[src/rtl/ctrl_pipe_chain.sv]
// Chain of STAGES control-bundle registers that move one stage per cycle. It has flush/stall priority and bubble insertion.
// A stall holds its own stage and every earlier stage, and in_ready drops while stage 0 is held.
module ctrl_pipe_chain #(
  parameter int WIDTH  = 29,
  parameter int STAGES = 3,
  localparam int CntW  = $clog2(STAGES + 1)
) (
  input  logic                     clk,
  input  logic                     rst,
  input  logic [WIDTH-1:0]         in_data,
  input  logic                     in_valid,
  output logic                     in_ready,
  input  logic [STAGES-1:0]        stall,
  input  logic [STAGES-1:0]        flush,
  input  logic                     flush_all,
  output logic [STAGES*WIDTH-1:0]  out_data,
  output logic [STAGES-1:0]        out_valid,
  output logic [CntW-1:0]          out_count,
  output logic [31:0]              retire_cnt
);

  logic [STAGES-1:0] held;
  logic              retireFire;
  logic [31:0]       retireCnt;

  // A stall at stage k also freezes everything upstream of k.
  always_comb begin
    held = '0;
    held[STAGES-1] = stall[STAGES-1];
    for (int i = STAGES - 2; i >= 0; i--) begin
      held[i] = stall[i] | held[i+1];
    end
  end

  assign in_ready = ~held[0];

  for (genvar i = 0; i < STAGES; i++) begin : gStage
    logic [WIDTH-1:0] dat;
    logic             vld;
    logic [WIDTH-1:0] loadDat;
    logic             loadVld;

    if (i == 0) begin : gHead
      assign loadVld = in_valid;
      assign loadDat = in_valid ? in_data : '0;
    end else begin : gTail
      // A held predecessor leaves a bubble behind rather than a duplicate.
      assign loadVld = out_valid[i-1] & ~held[i-1];
      assign loadDat = loadVld ? out_data[(i-1)*WIDTH +: WIDTH] : '0;
    end

    always_ff @(posedge clk) begin
      if (!rst || flush_all || flush[i]) begin
        dat <= '0;
        vld <= 1'b0;
      end else if (!held[i]) begin
        dat <= loadDat;
        vld <= loadVld;
      end
    end

    assign out_data[i*WIDTH +: WIDTH] = dat;
    assign out_valid[i]               = vld;
  end

  always_comb begin
    out_count = '0;
    for (int i = 0; i < STAGES; i++) begin
      out_count = out_count + CntW'(out_valid[i]);
    end
  end

  assign retireFire = out_valid[STAGES-1] & ~held[STAGES-1] & ~flush[STAGES-1] & ~flush_all;

  always_ff @(posedge clk) begin
    if (!rst) begin
      retireCnt <= '0;
    end else if (retireFire) begin
      retireCnt <= retireCnt + 32'd1;
    end
  end

  assign retire_cnt = retireCnt;

endmodule

[config.mk]
export PLATFORM = sky130hd
export DESIGN_NAME = ctrl_pipe_chain
export DESIGN_NICKNAME = d
export VERILOG_FILES = /design/src/rtl/ctrl_pipe_chain.sv
export SDC_FILE = /design/constraint.sdc
export NUM_CORES = 1
export LEC_CHECK = 0
export ABC_AREA = 1
export CAP_MARGIN = 40
export CELL_PAD_IN_SITES_DETAIL_PLACEMENT = 0
export CELL_PAD_IN_SITES_GLOBAL_PLACEMENT = 1
export CORE_MARGIN = 3
export CORE_UTILIZATION = 29
export CTS_CLUSTER_SIZE = 14
export DETAILED_ROUTE_END_ITERATION = 12
export PLACE_DENSITY = 0.72
export SYNTH_ARGS = -nofsm -noshare
export SYNTH_HDL_FRONTEND = slang
export SYNTH_SLANG_ARGS = --single-unit
[constraint.sdc]
create_clock -name clk -period 1.3 [get_ports clk]
set_input_delay 0.13 -clock clk [delete_from_list [all_inputs] [get_ports clk]]
set_output_delay 0.13 -clock clk [all_outputs]
set_load 0.01 [all_outputs]
==> results of run 1 <==
## worst paths after layout
kind,cells past startpoint,slack [ns],from,to
worst max-delay path,2,-0.28,gStage[1].vld$_SDFFE_PP0N_,out_count[0]
worst min-delay path,3,0.29,in_data[5],gStage[0].dat[5]$_SDFFE_PP0P_
worst max register to register,10,-0.23,gStage[2].vld$_SDFFE_PP0N_,retire_cnt[4]$_SDFFE_PN0P_
worst min register to register,2,0.46,gStage[2].dat[27]$_SDFFE_PP0N_,gStage[2].dat[27]$_SDFFE_PP0N_
## power by group through the flow
| stage | logic [mW] | registers [mW] | clock network, mW |
|---|---|---|---|
| 3_5_place_dp | 0.379 | 3.82 | 0 |
| 5_1_grt | 0.426 | 3.73 | 4.71 |
| 3_3_place_gp | 0.375 | 3.82 | 0 |
| 2_1_floorplan | 0.165 | 3.82 | 0 |
| 4_1_cts | 0.384 | 3.74 | 4.56 |
| 6_report | 0.393 | 3.73 | 4.47 |
## layout by cell type, fill, tap and decap left out, types with 3 or more instances in the layout
| cell type | netlist | layout |
|---|---|---|
| inv_4 | 0 | 3 |
| nor2_4 | 3 | 16 |
| inv_2 | 2 | 4 |
| dfxtp_4 | 0 | 7 |
| nand2_1 | 164 | 149 |
| o21ai_0 | 8 | 3 |
| clkbuf_2 | 0 | 7 |
| buf_6 | 0 | 20 |
| nand3_4 | 0 | 8 |
| a21oi_2 | 0 | 3 |
| nor3_2 | 0 | 3 |
| clkbuf_8 | 0 | 3 |
| dfxtp_1 | 122 | 105 |
| a21oi_1 | 105 | 102 |
| clkbuf_16 | 0 | 17 |
| buf_4 | 9 | 75 |
| nor2_2 | 4 | 9 |
| nand2_4 | 0 | 7 |
| clkinvlp_4 | 0 | 4 |
| nand3_2 | 0 | 11 |
| clkdlybuf4s50_1 | 0 | 38 |
| o21ai_2 | 0 | 5 |
| dlygate4sd2_1 | 0 | 91 |
| nand2_2 | 2 | 9 |
| dfxtp_2 | 0 | 10 |
| nor2_1 | 60 | 42 |
| inv_1 | 48 | 44 |
| clkdlybuf4s15_1 | 0 | 19 |
| buf_12 | 0 | 10 |
| nand4_1 | 7 | 7 |
| nand3_1 | 114 | 95 |
## layout make-up
class | count | area share
Sequential cell | 122 | 0.286
Clock inverter | 10 | 0.0108
Tap cell | 220 | 0.0318
Clock buffer | 20 | 0.0539
Multi-Input combinational cell | 485 | 0.310
Inverter | 50 | 0.0222
Timing Repair Buffer | 264 | 0.285
## Yosys cell counts (2+ instances only)
| library cell | instances |
|---|---|
| xnor2_1 | 2 |
| inv_2 | 2 |
| o21ai_0 | 8 |
| nand3b_1 | 2 |
| clkbuf_1 | 20 |
| nand3_1 | 114 |
| nand2_1 | 164 |
| nor2_2 | 4 |
| buf_2 | 9 |
| inv_1 | 48 |
| buf_4 | 9 |
| nand2_2 | 2 |
| nor2_4 | 3 |
| nor2_1 | 60 |
| dfxtp_1 | 122 |
| nand4_1 | 7 |
| nor3_1 | 6 |
| buf_1 | 5 |
| a21oi_1 | 105 |
## sequential cells by signal (all words and copies together), names as in the netlist
| register | flops |
|---|---|
| gStage.dat | 87 |
| retire_cnt | 32 |
| gStage.vld | 3 |
## critical path, delay by kind of cell, from the launching register on
kind	cells	cell delay, ns
adder cells (fa/ha/maj)	1	0.59
flip-flops	1	0.35
buffers and inverters	1	0.11
## per-layer routing
metal,share of wire,GRT usage,wire (um),vias to the layer above
li1,-,-,-,2775
met1,0.43,0.203,7330,2528
met2,0.48,0.286,8230,159
met3,0.068,0.0649,1170,22
met4,0.023,0.0666,400,0
met5,0,0,0,-
## timing repair
| action | CTS | global route |
|---|---|---|
| gates cloned | 2 | 0 |
| setup buffers | 9 | 16 |
| gates resized for setup | 207 | 127 |
| pin swaps | 13 | 34 |
| hold buffers | 0 | 0 |
| setup endpoints to repair | 212 | 101 |
| endpoints found under the hold margin | 0 | 0 |
## cell families after synthesis
logic type | after synthesis | synth area share
xor+xnor | 2 | 0.00345
simple gates | 366 | 0.317
fa+ha+maj | 2 | 0.00641
buf+inv | 93 | 0.0776
flops | 122 | 0.481
compound gates | 115 | 0.114
==> flow_summary.toml, run 1 <==
[global_routing]
grt_pass1_vias = 5362
grt_usage = 0.172
grt_max_degree = 34
grt_pass1_wl_um = 27300
antenna_found_initial = 0
grt.overflow.total = 0

[pwr]
power_leakage_nw = 3.65
comb_power_share = 0.046
internal-power_mw = 6.68
total_power_mw = 8.59
power.share.clock = 0.520
vdd_drop_max_mv = 0.867
seqPwrFrac = 0.434
power.density_mw_per_mm2 = 992
power.switching_mw = 1.92
swShare = 0.223

[outcome]
violations = "setup timing"
status = "finished, violations left"

[worst_setup_path]
crit_slowest_cell = "fa_2"
startpoint_type = "flip-flop"
end_kind = "output pin"
crit_type = "flip-flop to output pin"
crit_chain = "fa_2 > buf_6"
path_max_fanout = 2
critPathMaxStageDelay_ns = 0.59
cp.required_ns = 1.17
arrival_ns = 1.45

[place]
dpl-instance-area_sq_mm = 0.00745
io_buffer_count = 163
dp_cells = 1115
gp_congestion = 0.814
pre_cts_ws_ns = -0.664
hpwl_um = 12100

[sta]
finalSetupViolCount = 29
finalHoldViolations = 0
whs_ns = 0.288
clock_skew_ns = 0.00823
period_share = 1.21
finalSetupTns_ns = -3.86
postLayoutSetupSlackWorst_ns = -0.278
finalMaxSlewViolations = 0
tightest_slew_ns = 0.371
max_freq_mhz = 634
period_minus_slack_ns = 1.58
slew_headroom = 0.751
rsz0062_at_grt = "yes"

[synthesis]
synth-seq-cells = 122
syn_inst = 700
synth_cell_types = 27
synth.area.top_cells = "dfxtp_1, nand2_1, nand3_1"
syn_avg_cell_area_sq_um = 7.25
synth_largest_area_cell = "dfxtp_1"
ys.flop_type = "dfxtp_1"
synth_nets = 741
synth-edff-count = 0
synth.top_cell.area_share = 0.481
ys_seq_area_frac = 0.481
syn-cell-area_sq_mm = 0.00508
synth-async-reset-ratio = 0
yosysWarnings = 0

[drt]
wl_um = 17100
drt-pass1-iter-count = 4
drc_errors = 0
via_per_inst = 4.68
drt-initial-drc-count = 308
wl_per_cell_um = 14.6
ant_nets = 0
routed-via-count = 5484

[cts]
numCtsBuffers = 17
h-tree-depth = 4
clockBufferDepth = 2
root_buffer = "clkbuf_16"
worstSkewPairLatency_ns = 0.41
path_clk_slew_ns = 0.06
cts_tree = "done"
cts.sinks = 122

[finish]
multi_input_area_sq_mm = 0.00268
diodes = 0
fin_nets = 981
area.growth.synth_to_final_pct = 70.7
final_layout_size_suffix_gt1_frac = 0.261
nFillCells = 1587
finalNonFillerCells = 1171
regArea_sq_mm = 0.00248
final_core_util = 0.513
fin_area_sq_mm = 0.00866

[floorplanning]
start_util = 0.301
die_w_um = 138
die_area_sq_mm = 0.0191
coreArea_sq_mm = 0.0169
ios = 164
die_h_um = 138
row_count = 47

[hold_path]
hold_class = "primary input to flip-flop"

[run]
cap_viol_max_count = 0
(Power assumes the default switching activity.)
==> inputs of run 2 (changes only) <==
--- a/config.mk
+++ b/config.mk
@@ -5,7 +5,6 @@
 export SDC_FILE = /design/constraint.sdc
 export NUM_CORES = 1
 export LEC_CHECK = 0
-export ABC_AREA = 1
 export CAP_MARGIN = 40
 export CELL_PAD_IN_SITES_DETAIL_PLACEMENT = 0
 export CELL_PAD_IN_SITES_GLOBAL_PLACEMENT = 1
@@ -13,7 +12,7 @@
 export CORE_UTILIZATION = 29
 export CTS_CLUSTER_SIZE = 14
 export DETAILED_ROUTE_END_ITERATION = 12
-export PLACE_DENSITY = 0.72
+export PLACE_DENSITY = 0.71
 export SYNTH_ARGS = -nofsm -noshare
 export SYNTH_HDL_FRONTEND = slang
 export SYNTH_SLANG_ARGS = --single-unit
==> run 2 against run 1 <==
  * The flow still finishes with violations (setup timing)
  * Clock power rose by 16%
  * Setup slack worse by 0.66 ns
  * Power grew 8.0%
  * Synthesized area is 9.0% lower
  * Count of clock-buffer cells in the layout down 3
  * Non-clock buffer count decreased by 13
  * Hold slack improved by 0.0033 ns
  * Register-to-register slack worse by 0.71 ns
  * Final area is 9.4% lower
  * Maximum frequency is 29% lower
  * Routed wire length shrank 2.7%
  * Largest power group unchanged
==> flow_summary.toml, run 2 <==
[drt]
routed-via-count = 4832
wl_per_cell_um = 17.2
drc_errors = 0
wl_um = 16700
drt-initial-drc-count = 283
ant_nets = 0
drt-pass1-iter-count = 5
via_per_inst = 4.98

[synthesis]
synth_nets = 566
syn-cell-area_sq_mm = 0.00462
synth.most_common_cell = "dfxtp_1"
syn_inst = 525
synth_largest_area_cell = "dfxtp_1"
synth-seq-cells = 122
synth-async-reset-ratio = 0
synth_common_cells = "dfxtp_1, nor2_1, a22oi_1"
synth-edff-count = 0
yosysWarnings = 0
ys.flop_type = "dfxtp_1"
syn_avg_cell_area_sq_um = 8.80
synth_cell_types = 34
ys_seq_area_frac = 0.529
synth.top_cell.area_share = 0.529
synth.area.top_cells = "dfxtp_1, a22oi_1, a21oi_1"

[sta]
finalSetupViolCount = 34
finalMaxSlewViolations = 0
tightest_slew_ns = 0.335
period_share = 1.72
max_freq_mhz = 447
period_minus_slack_ns = 2.24
slew_headroom = 0.776
clock_skew_ns = 0.00741
whs_ns = 0.292
finalHoldViolations = 0
postLayoutSetupSlackWorst_ns = -0.937
finalSetupTns_ns = -21.89
rsz0062_at_grt = "yes"

[cts]
worstSkewPairLatency_ns = 0.41
numCtsBuffers = 17
cts_tree = "done"
clockBufferDepth = 2
root_buffer = "clkbuf_16"
path_clk_slew_ns = 0.06
hold_buffers = 0
h-tree-depth = 4
cts.sinks = 122

[worst_setup_path]
startpoint_type = "flip-flop"
timing.rr.start = "gStage[2].vld$_SDFFE_PP0N_"
end_kind = "flip-flop"
cp.required_ns = 1.64
critPathMaxStageDelay_ns = 0.50
rrSetupSlack_ns = -0.94
reg2reg_depth = 5
path_max_fanout = 16
crit_slowest_cell = "or4b_4"
arrival_ns = 2.58
crit_type = "flip-flop to flip-flop"
crit_chain = "or4b_4 > or4b_4 > buf_6 > or4_1 > a21oi_2"
crit_top_cell = "or4b_4"
r2r_end = "retire_cnt[16]$_SDFFE_PN0P_"

[pwr]
swShare = 0.211
power_leakage_nw = 3.24
power.share.clock = 0.557
power.density_mw_per_mm2 = 1180
comb_power_share = 0.040
total_power_mw = 9.28
power.switching_mw = 1.96
seqPwrFrac = 0.404
vdd_drop_max_mv = 0.759
internal-power_mw = 7.32

[finish]
multi_input_area_sq_mm = 0.00209
nFillCells = 1455
final_layout_size_suffix_gt1_frac = 0.228
fin_area_sq_mm = 0.00785
finalNonFillerCells = 971
regArea_sq_mm = 0.00245
fin_nets = 788
top_register = "gStage.dat"
largest_reg_flops = 87
diodes = 0
final_cell_mix = "dfxtp_1, dlygate4sd2_1, nor2_1"
layout_commonest_cell = "dfxtp_1"
area.growth.synth_to_final_pct = 69.9

[place]
dpl-instance-area_sq_mm = 0.00699
io_buffer_count = 163
dp_cells = 929
gp_congestion = 0.790
hpwl_um = 11200

[floorplanning]
coreArea_sq_mm = 0.0154
die_area_sq_mm = 0.0175
die_w_um = 132
die_h_um = 132
row_count = 45
start_util = 0.300
ios = 164

[global_routing]
grt_pass1_vias = 4891
grt_usage = 0.187
antenna_found_initial = 0
grt_pass1_wl_um = 26100
grt_max_degree = 31
grt.overflow.total = 0

[hold_path]
hold_class = "primary input to flip-flop"
hold_path_depth = 3
min_to = "gStage[0].dat[22]$_SDFFE_PP0P_"
min-delay-start = "in_data[22]"

[outcome]
violations = "setup timing"
status = "finished, violations left"

[run]
cap_viol_max_count = 0
run 2: cell count changes after synthesis, sizes merged, moves of 3 or more:
| cell | previous run | this run |
|---|---|---|
| a22oi | 0 | 58 |
| or4 | 0 | 16 |
| o31ai | 0 | 14 |
| nor3 | 6 | 2 |
| nand2 | 166 | 46 |
| a21oi | 105 | 54 |
| xor2 | 0 | 5 |
| inv | 50 | 10 |
| nand3 | 114 | 37 |
| nand4 | 7 | 4 |
| clkbuf | 20 | 40 |
| or3 | 0 | 11 |
| buf | 23 | 8 |
| or4b | 0 | 3 |
run 2: cell families after synthesis:
group | after synthesis | synth area share
AO/OA/AOI/OAI | 133 | 0.183
XOR/XNOR | 8 | 0.0152
multiplexers | 2 | 0.00434
AND/OR/NAND/NOR | 200 | 0.208
buffers and inverters | 58 | 0.0534
flip-flops | 122 | 0.529
adder cells (fa/ha/maj) | 2 | 0.00704
run 2: worst max-delay path by stage:
| stage | from | end | cells past startpoint |
|---|---|---|---|
| 2_1_floorplan | gStage[2].vld$_SDFFE_PP0N_ | retire_cnt[20]$_SDFFE_PN0P_ | 7 |
| 3_3_place_gp | stall[2] | retire_cnt[30]$_SDFFE_PN0P_ | 6 |
| 3_5_place_dp | stall[2] | retire_cnt[24]$_SDFFE_PN0P_ | 6 |
| 4_1_cts | gStage[2].vld$_SDFFE_PP0N_ | retire_cnt[26]$_SDFFE_PN0P_ | 5 |
| 5_1_grt | gStage[2].vld$_SDFFE_PP0N_ | retire_cnt[26]$_SDFFE_PN0P_ | 5 |
| 6_report | gStage[2].vld$_SDFFE_PP0N_ | retire_cnt[16]$_SDFFE_PN0P_ | 5 |
run 2: area by class of cell:
class                      instances  area share
sequential                       122       0.312
timing repair buffer             251       0.300
multi-input combinational        345       0.267
clock buffer                      17      0.0542
tap                              211      0.0336
clock inverter                    15      0.0287
inverter                          10     0.00510
run 2: per-layer routing:
layer	part of all wire	global-route usage	routed length (um)	vias up
li1	-	-	-	2308
met1	0.45	0.232	7420	2351
met2	0.47	0.301	7820	150
met3	0.072	0.0714	1200	23
met4	0.014	0.0577	227	0
met5	0	0	0	-
run 2: repair_timing:
item	4_1_cts	5_1_grt
buffers inserted	4	3
gates cloned	1	3
resized for setup	171	64
setup endpoints to repair	246	126
pin swaps	5	14
run 2: power groups by stage:
stage	registers, mW	clock network, mW	logic, mW
final	3.75	5.17	0.370
after global routing	3.74	5.46	0.393
after CTS	3.75	5.28	0.366
after detailed placement	3.83	0	0.337
after global placement	3.83	0	0.335
after floorplan	3.83	0	0.121
run 2: critical path, delay by kind of cell (launching register included):
| kind | cells | cell delay [ns] |
|---|---|---|
| AO/OA/AOI/OAI | 1 | 0.16 |
| buffers and inverters | 1 | 0.17 |
| flip-flops | 1 | 0.34 |
| AND/OR/NAND/NOR | 3 | 1.49 |
run 2: per-stage QoR:
| step | utilization | setup slack, ns |
|---|---|---|
| final | 0.511 | -0.937 |
| after global routing | 0.511 | -0.996 |
| after CTS | 0.498 | -0.916 |
| after detailed placement | 0.455 | -1.25 |
| after global placement | 0.455 | -1.23 |
| after floorplan | - | -0.911 |
==> inputs of run 3 (changes only) <==
--- a/config.mk
+++ b/config.mk
@@ -13,6 +13,8 @@
 export CTS_CLUSTER_SIZE = 14
 export DETAILED_ROUTE_END_ITERATION = 12
 export PLACE_DENSITY = 0.71
+export REMOVE_ABC_BUFFERS = 1
+export SLEW_MARGIN = 25
 export SYNTH_ARGS = -nofsm -noshare
 export SYNTH_HDL_FRONTEND = slang
 export SYNTH_SLANG_ARGS = --single-unit
==> run 3 against run 2 <==
  * The run still ends with setup timing left
  * Clock power decreased by 17%
  * Routed wire length decreased by 3.3%
  * Clock skew increased by 0.0033 ns
  * Register-to-register slack improved by 0.07 ns
  * Via count decreased by 2.1%
  * Combinational power decreased by 3%
  * Sequential share of layout area increased by 0.87 points
  * Maximum frequency increased by 3.4%
  * Sequential power about the same
  * Sequential cell count unchanged
  * Die area unchanged
  * Critical path type unchanged
  * Highest routed layer unchanged
==> flow_summary.toml, run 3 (synthesized netlist as in run 2, its figures left out) <==
[finish]
nFillCells = 1481
regArea_sq_mm = 0.00245
largest_reg_flops = 87
fin_nets = 785
final_cell_mix = "dfxtp_1, dlygate4sd2_1, nor2_1"
top_register = "gStage.dat"
layout_commonest_cell = "dfxtp_1"
fin_area_sq_mm = 0.00763
final_core_util = 0.496
final_layout_size_suffix_gt1_frac = 0.195
multi_input_area_sq_mm = 0.00204
area.growth.synth_to_final_pct = 65.2

[worst_setup_path]
path_max_fanout = 13
timing.rr.start = "gStage[2].vld$_SDFFE_PP0N_"
arrival_ns = 2.50
reg2reg_depth = 5
startpoint_type = "flip-flop"
rrSetupSlack_ns = -0.86
crit_slowest_cell = "or4_4"
cp.required_ns = 1.64
r2r_end = "retire_cnt[29]$_SDFFE_PN0P_"
crit_type = "flip-flop to flip-flop"
crit_chain = "or4b_4 > or4_4 > buf_12 > or4_1 > a21oi_1"
end_kind = "flip-flop"
critPathMaxStageDelay_ns = 0.51

[cts]
path_clk_slew_ns = 0.06
worstSkewPairLatency_ns = 0.41
root_buffer = "clkbuf_16"
cts_tree = "done"
numCtsBuffers = 17
hold_buffers = 0
cts.sinks = 122
clockBufferDepth = 2
h-tree-depth = 4

[pwr]
vdd_drop_max_mv = 0.911
power_leakage_nw = 3.17
power.density_mw_per_mm2 = 1100
total_power_mw = 8.38

[floorplanning]
die_h_um = 132
ios = 164
start_util = 0.300
coreArea_sq_mm = 0.0154
die_w_um = 132
die_area_sq_mm = 0.0175
row_count = 45

[place]
io_buffer_count = 163
gp_congestion = 0.737
dpl-instance-area_sq_mm = 0.00692
hpwl_um = 11000

[drt]
ant_nets = 0
drt-pass1-iter-count = 4
wl_um = 16100
routed-via-count = 4729
wl_per_cell_um = 16.7
drt-initial-drc-count = 199
drc_errors = 0
via_per_inst = 4.90

[sta]
rsz0062_at_grt = "yes"
clock_skew_ns = 0.0107
finalSetupViolCount = 30
slew_headroom = 0.754
period_share = 1.66
tightest_slew_ns = 0.369
whs_ns = 0.297
max_freq_mhz = 462
finalMaxSlewViolations = 0
period_minus_slack_ns = 2.16
finalHoldViolations = 0
finalSetupTns_ns = -20.33
postLayoutSetupSlackWorst_ns = -0.863

[global_routing]
grt_pass1_vias = 4857
grt_max_degree = 31
grt_pass1_wl_um = 25300
antenna_found_initial = 1
grt.overflow.total = 0
grt_usage = 0.182

[hold_path]
hold_path_depth = 3
min-delay-start = "in_data[6]"
min_to = "gStage[0].dat[6]$_SDFFE_PP0P_"
hold_class = "primary input to flip-flop"

[outcome]
status = "finished, violations left"
violations = "setup timing"

[run]
cap_viol_max_count = 0
## run 3: repair_timing
item	in CTS	in global routing
pin swaps	7	16
gates resized for setup	185	41
endpoints found under the setup margin	247	92
cloned	2	1
endpoints found under the hold margin	0	0
buffers inserted	7	3
## run 3: layout make-up
class | instances | share of cell area
antenna | 1 | 0.000328
clock buffer | 20 | 0.0599
clock inverter | 9 | 0.0100
timing repair buffer | 248 | 0.302
tap | 211 | 0.0346
inverter | 10 | 0.00525
sequential | 122 | 0.321
multi-input combinational | 345 | 0.267
## run 3: power by group
group,leakage (nW),internal (mW),switching (mW)
registers,0.984,3.75,0.00300
logic,1.92,0.176,0.183
clock network,0.267,2.67,1.60
total,3.17,6.59,1.79
## run 3: how the worst max path moves through the flow
| stage | cells past startpoint | slack [ns] | from | end |
|---|---|---|---|---|
| final | 5 | -0.86 | gStage[2].vld$_SDFFE_PP0N_ | retire_cnt[29]$_SDFFE_PN0P_ |
| after detailed placement | 6 | -1.39 | stall[2] | retire_cnt[16]$_SDFFE_PN0P_ |
| after floorplan | 5 | -1.13 | stall[2] | gStage[1].dat[0]$_SDFFE_PP0N_ |
| after CTS | 5 | -0.85 | gStage[2].vld$_SDFFE_PP0N_ | retire_cnt[18]$_SDFFE_PN0P_ |
| after global placement | 6 | -1.38 | stall[2] | retire_cnt[28]$_SDFFE_PN0P_ |
| after global routing | 7 | -0.92 | gStage[2].vld$_SDFFE_PP0N_ | retire_cnt[26]$_SDFFE_PN0P_ |
## run 3: worst max-delay path, delay by kind of cell (launching register included)
| kind | cells | cell delay [ns] |
|---|---|---|
| AOI/OAI and AO/OA | 1 | 0.16 |
| DFF | 1 | 0.31 |
| buffers and inverters | 1 | 0.17 |
| and+or+nand+nor | 3 | 1.45 |
## run 3: through the flow
step | setup slack (ns) | instances
finish | -0.863 | 966
global route | -0.924 | 966
CTS | -0.852 | 962
detailed placement | -1.39 | 924
global placement | -1.38 | 924
floorplan | -1.13 | 477
## run 3: routing by layer
metal / vias to the layer above / share of wire / global-route usage
met2: 151 / 0.49 / 0.305
met1: 2248 / 0.40 / 0.206
met5: - / 0 / 0
li1: 2312 / - / -
met3: 18 / 0.096 / 0.0874
met4: 0 / 0.014 / 0.0548
